===== src/rtl/mem_bus_arbiter_if.sv =====
// mem_bus_arbiter_if
//   Bundles the fetch request/response, data request/response and shared
//   memory-bus signals that pass through mem_bus_arbiter.
//   Modports:
//     slave  - the arbiter's view (takes ibus/dbus requests and memory
//              completions, drives responses and the shared bus)
//     master - the surrounding core + memory view (the opposite directions)
interface mem_bus_arbiter_if;
  // fetch bus
  logic        ireq_valid;
  logic [63:0] ireq_addr;
  logic        iresp_data_ok;
  logic [31:0] iresp_data;
  // data bus
  logic        dreq_valid;
  logic [63:0] dreq_addr;
  logic [2:0]  dreq_size;
  logic [7:0]  dreq_strobe;
  logic [63:0] dreq_data;
  logic        dresp_data_ok;
  logic [63:0] dresp_data;
  // shared memory bus
  logic        mem_valid;
  logic        mem_is_write;
  logic [63:0] mem_addr;
  logic [2:0]  mem_size;
  logic [7:0]  mem_strobe;
  logic [63:0] mem_data_w;
  logic        mem_ready;
  logic [63:0] mem_data_r;

  modport slave (
    input  ireq_valid, ireq_addr,
    output iresp_data_ok, iresp_data,
    input  dreq_valid, dreq_addr, dreq_size, dreq_strobe, dreq_data,
    output dresp_data_ok, dresp_data,
    output mem_valid, mem_is_write, mem_addr, mem_size, mem_strobe, mem_data_w,
    input  mem_ready, mem_data_r
  );

  modport master (
    output ireq_valid, ireq_addr,
    input  iresp_data_ok, iresp_data,
    output dreq_valid, dreq_addr, dreq_size, dreq_strobe, dreq_data,
    input  dresp_data_ok, dresp_data,
    input  mem_valid, mem_is_write, mem_addr, mem_size, mem_strobe, mem_data_w,
    output mem_ready, mem_data_r
  );
endinterface


===== src/rtl/mem_bus_arbiter.sv =====
// mem_bus_arbiter
//   Shares one memory bus between instruction fetch (ibus) and the memory
//   stage (dbus). One request is granted at a time, its fields are latched
//   onto the bus, and completion is returned as a one-cycle data_ok pulse.
//   Data requests win over fetches, except that after STARVE_LIMIT
//   consecutive data grants with a fetch waiting, the fetch is forced.
//   Ports:
//     clk    - single clock, rising edge
//     resetn - asynchronous active-low reset
//     bus    - mem_bus_arbiter_if.slave (ibus, dbus and shared memory bus)
//
//   state | meaning
//   IDLE  | no outstanding request, arbitration happens here
//   BUSY  | mem_valid high, waiting for mem_ready
//   DONE  | owner's data_ok pulses, no new grant this cycle
module mem_bus_arbiter #(
  parameter int STARVE_LIMIT = 4
) (
  input  logic            clk,
  input  logic            resetn,
  mem_bus_arbiter_if.slave bus
);

  typedef enum logic [1:0] {IDLE, BUSY, DONE} state_t;

  localparam logic [2:0] LIMIT = 3'(STARVE_LIMIT);
  localparam logic [2:0] MSIZE4 = 3'd2;

  state_t      state;
  logic        owner;       // 0 = fetch, 1 = data
  logic [2:0]  starve_cnt;
  logic [63:0] rdata_q;

  logic starved;
  logic grant_d;
  logic grant_i;

  assign starved = bus.ireq_valid && (starve_cnt == LIMIT);
  assign grant_d = bus.dreq_valid && !starved;
  assign grant_i = bus.ireq_valid && !grant_d;

  assign bus.iresp_data = rdata_q[31:0];
  assign bus.dresp_data = rdata_q;

  always_ff @(posedge clk or negedge resetn) begin
    if (!resetn) begin
      state             <= IDLE;
      owner             <= 1'b0;
      starve_cnt        <= 3'd0;
      rdata_q           <= 64'd0;
      bus.mem_valid     <= 1'b0;
      bus.mem_is_write  <= 1'b0;
      bus.mem_addr      <= 64'd0;
      bus.mem_size      <= 3'd0;
      bus.mem_strobe    <= 8'd0;
      bus.mem_data_w    <= 64'd0;
      bus.iresp_data_ok <= 1'b0;
      bus.dresp_data_ok <= 1'b0;
    end else begin
      // the counter only tracks how long a currently waiting fetch has waited
      if (!bus.ireq_valid) begin
        starve_cnt <= 3'd0;
      end else if (state == IDLE && grant_i) begin
        starve_cnt <= 3'd0;
      end else if (state == IDLE && grant_d && starve_cnt != LIMIT) begin
        starve_cnt <= starve_cnt + 3'd1;
      end

      case (state)
        IDLE: begin
          if (grant_d) begin
            owner            <= 1'b1;
            bus.mem_valid    <= 1'b1;
            bus.mem_is_write <= |bus.dreq_strobe;
            bus.mem_addr     <= bus.dreq_addr;
            bus.mem_size     <= bus.dreq_size;
            bus.mem_strobe   <= bus.dreq_strobe;
            bus.mem_data_w   <= bus.dreq_data;
            state            <= BUSY;
          end else if (grant_i) begin
            owner            <= 1'b0;
            bus.mem_valid    <= 1'b1;
            bus.mem_is_write <= 1'b0;
            bus.mem_addr     <= bus.ireq_addr;
            bus.mem_size     <= MSIZE4;
            bus.mem_strobe   <= 8'd0;
            bus.mem_data_w   <= 64'd0;
            state            <= BUSY;
          end
        end
        BUSY: begin
          if (bus.mem_ready) begin
            rdata_q           <= bus.mem_data_r;
            bus.mem_valid     <= 1'b0;
            bus.iresp_data_ok <= !owner;
            bus.dresp_data_ok <= owner;
            state             <= DONE;
          end
        end
        DONE: begin
          bus.iresp_data_ok <= 1'b0;
          bus.dresp_data_ok <= 1'b0;
          state             <= IDLE;
        end
        default: state <= IDLE;
      endcase
    end
  end

endmodule


===== src/flat_wrapper.sv =====
// flat-port wrapper written by rule: the top's interface ports become plain ports
module mem_bus_arbiter_flat 
#(
  parameter int STARVE_LIMIT = 4
)
  (clk, resetn, bus_ireq_valid, bus_ireq_addr, bus_iresp_data_ok, bus_iresp_data, bus_dreq_valid, bus_dreq_addr, bus_dreq_size, bus_dreq_strobe, bus_dreq_data, bus_dresp_data_ok, bus_dresp_data, bus_mem_valid, bus_mem_is_write, bus_mem_addr, bus_mem_size, bus_mem_strobe, bus_mem_data_w, bus_mem_ready, bus_mem_data_r);
  mem_bus_arbiter_if bus_i ();
  input  logic clk;
  input  logic resetn;
  input wire logic [$bits(bus_i.ireq_valid)-1:0] bus_ireq_valid;
  input wire logic [$bits(bus_i.ireq_addr)-1:0] bus_ireq_addr;
  output wire logic [$bits(bus_i.iresp_data_ok)-1:0] bus_iresp_data_ok;
  output wire logic [$bits(bus_i.iresp_data)-1:0] bus_iresp_data;
  input wire logic [$bits(bus_i.dreq_valid)-1:0] bus_dreq_valid;
  input wire logic [$bits(bus_i.dreq_addr)-1:0] bus_dreq_addr;
  input wire logic [$bits(bus_i.dreq_size)-1:0] bus_dreq_size;
  input wire logic [$bits(bus_i.dreq_strobe)-1:0] bus_dreq_strobe;
  input wire logic [$bits(bus_i.dreq_data)-1:0] bus_dreq_data;
  output wire logic [$bits(bus_i.dresp_data_ok)-1:0] bus_dresp_data_ok;
  output wire logic [$bits(bus_i.dresp_data)-1:0] bus_dresp_data;
  output wire logic [$bits(bus_i.mem_valid)-1:0] bus_mem_valid;
  output wire logic [$bits(bus_i.mem_is_write)-1:0] bus_mem_is_write;
  output wire logic [$bits(bus_i.mem_addr)-1:0] bus_mem_addr;
  output wire logic [$bits(bus_i.mem_size)-1:0] bus_mem_size;
  output wire logic [$bits(bus_i.mem_strobe)-1:0] bus_mem_strobe;
  output wire logic [$bits(bus_i.mem_data_w)-1:0] bus_mem_data_w;
  input wire logic [$bits(bus_i.mem_ready)-1:0] bus_mem_ready;
  input wire logic [$bits(bus_i.mem_data_r)-1:0] bus_mem_data_r;
  assign bus_i.ireq_valid = bus_ireq_valid;
  assign bus_i.ireq_addr = bus_ireq_addr;
  assign bus_iresp_data_ok = bus_i.iresp_data_ok;
  assign bus_iresp_data = bus_i.iresp_data;
  assign bus_i.dreq_valid = bus_dreq_valid;
  assign bus_i.dreq_addr = bus_dreq_addr;
  assign bus_i.dreq_size = bus_dreq_size;
  assign bus_i.dreq_strobe = bus_dreq_strobe;
  assign bus_i.dreq_data = bus_dreq_data;
  assign bus_dresp_data_ok = bus_i.dresp_data_ok;
  assign bus_dresp_data = bus_i.dresp_data;
  assign bus_mem_valid = bus_i.mem_valid;
  assign bus_mem_is_write = bus_i.mem_is_write;
  assign bus_mem_addr = bus_i.mem_addr;
  assign bus_mem_size = bus_i.mem_size;
  assign bus_mem_strobe = bus_i.mem_strobe;
  assign bus_mem_data_w = bus_i.mem_data_w;
  assign bus_i.mem_ready = bus_mem_ready;
  assign bus_i.mem_data_r = bus_mem_data_r;
  mem_bus_arbiter #(.STARVE_LIMIT(STARVE_LIMIT)) u_core (.clk(clk), .resetn(resetn), .bus(bus_i));
endmodule

===== config.mk =====
export PLATFORM = sky130hd
export DESIGN_NAME = mem_bus_arbiter_flat
export DESIGN_NICKNAME = d
export VERILOG_FILES = /design/src/rtl/mem_bus_arbiter_if.sv /design/src/rtl/mem_bus_arbiter.sv /design/src/flat_wrapper.sv
export SDC_FILE = /design/constraint.sdc
export NUM_CORES = 1
export LEC_CHECK = 0
export ABC_AREA = 1
export ABC_CLOCK_PERIOD_IN_PS = 1750
export CAP_MARGIN = 25
export CORE_AREA = 2 2 200 202
export DETAILED_ROUTE_END_ITERATION = 8
export DIE_AREA = 0 0 202 204
export PLACE_DENSITY_LB_ADDON = 0.1
export SLEW_MARGIN = 15
export SYNTH_ARGS = -nofsm -noshare
export SYNTH_HDL_FRONTEND = slang
export SYNTH_SLANG_ARGS = --single-unit
export TNS_END_PERCENT = 20

===== constraint.sdc =====
create_clock -name clk -period 1.75 [get_ports clk]
set_input_delay 0.525 -clock clk [delete_from_list [all_inputs] [get_ports clk]]
set_output_delay 0.525 -clock clk [all_outputs]
set_load 0.01 [all_outputs]

== Yosys cells after proc, flatten, opt, wreduce, memory -nomap -nowiden ==
Index checks and enable logic that the tools add are counted.

* $add $sub $neg: 1
* Eq/ne operators: 7
* Muxes and demuxes: 26
* Reduce and logical (&&, ||, !) cells: 19

{| class="wikitable"
|+ Operators by type and width
! operator !! number
|-
| two-way mux 64 bit || 4
|-
| two-way mux 8 bit || 2
|-
| two-way mux 3 bit || 5
|-
| two-way mux 1 bit || 8
|-
| AND reduction 2 bit || 4
|-
| OR reduction 8 bit || 1
|-
| logical AND 1 bit || 6
|-
| two-way mux 2 bit || 3
|-
| inequality test 3 x 1 -> 1 bit (second input constant) || 2
|-
| case mux 1 bit (2 select lines) || 3
|-
| nonzero test 2 bit || 3
|-
| case mux 2 bit (2 select lines) || 1
|-
| adder 3 x 1 -> 3 bit (second input constant) || 1
|-
| equality test 3 bit (second input constant) || 1
|-
| logical NOT 1 bit || 3
|-
| inequality test 3 bit (second input constant) || 1
|-
| AND reduction 3 bit || 1
|-
| equality test 2 x 1 -> 1 bit (second input constant) || 1
|-
| equality test 2 bit (second input constant) || 1
|-
| logical NOT 2 bit || 1
|-
| inequality test 2 bit (second input constant) || 1
|}

* Register bits: 213
* Bits of input ports: 272
* Output and inout port bits: 239
* Word-level logic and storage cells: 65

== Longest topological paths before layout ==
* Word-level depth: 9
* Gate-level depth with buffers: 9

== Worst setup path after synthesis ==
Ideal clock, no wire load.

* Kind: input to register
* From: input port bus_dreq_valid
* To: register u_core.bus.mem_addr[14]
* Setup time: 0.118 ns
* Data arrival time: 1.336 ns
* Path slack: 0.296 ns
* Stages on the path: 6
* Buffers on the path: 3
* Cell sequence: buf_2 -> buf_4 -> buf_1 -> nand3_1 -> nand3_1 -> nand2_1

* Word-level cells in the longest chain between the ends: 5

{| class="wikitable"
|+ RTL lines
! what !! line !! source
|-
| from (decl) || flat_wrapper.sv:14 || <nowiki>input wire logic [$bits(bus_i.dreq_valid)-1:0] bus_dreq_valid;</nowiki>
|-
| logical AND 1 bit * || mem_bus_arbiter.sv:39 || <nowiki>assign grant_d = bus.dreq_valid && !starved;</nowiki>
|-
| logical NOT 1 bit || mem_bus_arbiter.sv:40 || <nowiki>assign grant_i = bus.ireq_valid && !grant_d;</nowiki>
|-
| logical AND 1 bit || mem_bus_arbiter.sv:40 ||
|-
| nonzero test 2 bit (no line) || - ||
|-
| AND reduction 2 bit (no line) || - ||
|-
| to (signal assigned) || mem_bus_arbiter.sv:75 || <nowiki>bus.mem_addr <= bus.dreq_addr;</nowiki>
|-
| to (signal assigned) || mem_bus_arbiter.sv:84 || <nowiki>bus.mem_addr <= bus.ireq_addr;</nowiki>
|-
| to (decl) || mem_bus_arbiter_if.sv:37 || <nowiki>output mem_valid, mem_is_write, mem_addr, mem_size, mem_strobe, mem_data_w,</nowiki>
|}

Every way passes the cells marked *; elsewhere a longest branch is shown, timed or not.
A chain may end at the register's enable or synchronous reset.

== Worst setup path after layout ==
* From: register u_core.rdata_q[15] (netlist: u_core.bus.dresp_data[15])
* To: output port bus_dresp_data[15]

{| class="wikitable"
|+ RTL lines
! what !! line !! source
|-
| from (decl) || mem_bus_arbiter.sv:32 || <nowiki>logic [63:0] rdata_q;</nowiki>
|-
| from (signal assigned) || mem_bus_arbiter.sv:93 || <nowiki>rdata_q <= bus.mem_data_r;</nowiki>
|-
| to (decl) || flat_wrapper.sv:20 || <nowiki>output wire logic [$bits(bus_i.dresp_data)-1:0] bus_dresp_data;</nowiki>
|}

No word-level cell between the ends.

==> reports/metrics.json <==
{
  "route": {
    "routed-via-count": 9440,
    "detail_route.iter0.violations": 461,
    "dr.pass1.iters": 5,
    "drcViolationCount": 0,
    "antenna_left": 0,
    "via_per_inst": 4.159,
    "totalWireLength_um": 37240,
    "avgRoutedWirePerCell_um": 16.40
  },
  "flow_run": {
    "max_cap_viol_count": 0
  },
  "timing": {
    "min_period_over_period": 0.9987,
    "worst_slack_ps": 2.292,
    "max_clock_freq_mhz": 572.2,
    "slew_headroom": 0.7277,
    "skew_ps": 24.63,
    "grt_setup_unrepaired": "true",
    "final_max_slew_viol_count": 0,
    "fin_tns_setup_ps": 0,
    "finalCriticalPeriod_ps": 1748,
    "hold_ws_ps": 474.3,
    "setup_violation_total_in_the_final_timing_report": 0,
    "worstMarginPinSlew_ps": 408.5,
    "final_hold_viol_count": 0
  },
  "die": {
    "floorplan.initialDensity": 0.2449,
    "floorplan.rows": 73,
    "design.die.area_mm2": 0.04121,
    "fp.dieH_um": 204,
    "core_region_area_mm2": 0.03918,
    "io_pins": 511,
    "dieWidth_um": 202
  },
  "cts": {
    "clock_sink_count": 213,
    "tritoncts_clock_tree": "built",
    "cts-root-buf": "clkbuf_16",
    "cts-htree-levels": 1,
    "clk_transition_reported_paths_ps": 60,
    "cts_inserted_buffers": 26,
    "clockBufferDepth": 3,
    "worst_skew_pair_latency_ps": 540
  },
  "worst_setup_path": {
    "cp.required_ps": 1220,
    "r2r_cells": 8,
    "critical_path.reg2reg.startpoint": "u_core.starve_cnt[0]",
    "path_delay_family": "flip-flops",
    "highest_fanout_seen_on_the_critical_path": 3,
    "cpPeakStageDelay_ps": 400,
    "timing.critical_path.slowest_stage_cell": "dfrtp_1",
    "worst_setup_path_end_kind": "output pin",
    "crit_buf_inv": 1,
    "crit-reg2reg-capture": "u_core.bus.mem_addr[37]",
    "crit_start": "u_core.bus.dresp_data[15]",
    "crit_chain": "dlygate4sd2_1",
    "timing.critical_path.to": "bus_dresp_data[15]",
    "worst_setup_path_start_kind": "flop",
    "reg2reg_slack_ps": 200,
    "critical_path_class": "flop to output pin",
    "cp_num_cells": 1,
    "timing.critical_path.arrival_ps": 1220
  },
  "yosys": {
    "syn-instance-count": 1221,
    "yosys_warnings": 0,
    "number_of_synthesized_register_bits": 213,
    "synth_nets": 1495,
    "syn_area_per_cell_um2": 7.859,
    "synth_seq_area_share": 0.5555,
    "ys_types": 21,
    "syn-cell-area_mm2": 0.009595
  },
  "power_and_ir_drop": {
    "vdd_ir_drop_max_mv": 0.5991,
    "cellPowerDensity_mw_per_mm2": 1601,
    "fin_total_pwr_w": 0.02563,
    "leakage_nw": 8.404
  },
  "final_layout": {
    "layout.cells.most_common_list": "nand2_1 (617), clkdlybuf4s50_1 (269), dfrtp_1 (213), inv_1 (133), nand3_1 (131)",
    "final_common_cell": "nand2_1",
    "syn_to_final_growth_pct": 66.81,
    "area_taken_by_multi_input_logic_gates_mm2": 0.003147,
    "fillCellCount": 4039,
    "sequential_cell_area_mm2": 0.005330,
    "layout-drive-gt1-share": 0.1269,
    "num-nets-final": 1995
  },
  "place": {
    "detailed_place_hpwl_um": 27500,
    "io_buffers": 510,
    "dp_worst_setup_slack_ps": -259.7,
    "gp_congestion": 0.7924
  },
  "run_status": {
    "run_status": "completed"
  },
  "global_route": {
    "grt_max_degree": 43,
    "antenna_found_initial": 3,
    "grt_overflow_total": 0,
    "grt_use_total": 0.1750,
    "first_pass_grt_wire_length_um": 56660,
    "grt_pass1_vias": 9457
  },
  "min_path": {
    "hold_path_class": "input pin to async pin"
  }
}
synth_stat cells (all sizes together):
cell | n | share of area
ha | 2 | 0.0026
nand2 | 619 | 0.24
or2 | 1 | 0.00065
nand3 | 133 | 0.070
nand4 | 2 | 0.0013
clkbuf | 18 | 0.0070
nor2 | 10 | 0.0047
buf | 79 | 0.057
a21oi | 3 | 0.0016
o21ai | 4 | 0.0033
o31ai | 1 | 0.00078
dfrtp | 213 | 0.56
inv | 136 | 0.053
cells by family (layout without fill, tap and decap cells):
logic type	after synthesis	count (layout)	synth area share
AOI/OAI and AO/OA	8	8	0.005607
other	0	4	0
and+or+nand+nor	765	765	0.3195
adders and majority gates	2	2	0.002607
DFF	213	213	0.5555
buffers and inverters	233	753	0.1168
flip-flops by register name, indices dropped and copies added, names as in the netlist, 2 cells and up:
signal                 flops
u_core.bus.mem_strobe      8
u_core.bus.mem_addr       64
u_core.bus.mem_size        3
u_core.starve_cnt          3
u_core.bus.dresp_data     64
u_core.state               2
u_core.bus.mem_data_w     64
where the power goes:
group	switching (W)	leakage [nW]	internal, W
logic	0.00613	5.34	0.00545
registers	0.00143	2.65	0.00732
clock network	0.00220	0.415	0.00309
total	0.00977	8.40	0.0159
layer usage:
layer,up-vias,track usage,share of wire
met3,44,0.04863,0.083
met2,351,0.2974,0.49
met4,0,0.05331,0.023
met5,-,0,0
met1,4413,0.2158,0.41
li1,4632,-,-
repair_timing:
| item | 4_1_cts | 5_1_grt |
|---|---|---|
| buffers inserted | 8 | 0 |
| endpoints found under the hold margin | 28 | 0 |
| hold buffers | 1 | 0 |
| cloned | 0 | 0 |
| gates resized for setup | 543 | 76 |
| endpoints found under the setup margin | 239 | 77 |
metrics by stage:
stage	cell area (µm²)	cells	utilization
finish	16010	2270	0.4085
global route	16000	2269	0.4084
CTS	16300	2266	0.4160
detailed placement	15420	2209	0.3937
global placement	15420	2209	0.3937
floorplan	9595	1221	-
cell type report:
cell class / instances / area share
clock buffers: 36 / 0.04612
inverters: 136 / 0.03189
flip-flops and latches: 213 / 0.3330
repair buffers: 569 / 0.3444
diodes: 4 / 0.0006253
clock inverters: 12 / 0.006332
well taps: 525 / 0.04104
multi-input cells: 775 / 0.1966
how the worst min path moves through the flow:
| stage | endpoint | slack [ps] |
|---|---|---|
| CTS | u_core.bus.dresp_data[52] | 470 |
| floorplan | u_core.bus.dresp_data[0] | 230 |
| finish | u_core.bus.dresp_data[52] | 470 |
| detailed placement | u_core.bus.dresp_data[52] | 460 |
| global placement | u_core.bus.dresp_data[52] | 460 |
| global route | u_core.bus.dresp_data[52] | 480 |
Note: power is estimated with default switching activity, not from simulation.
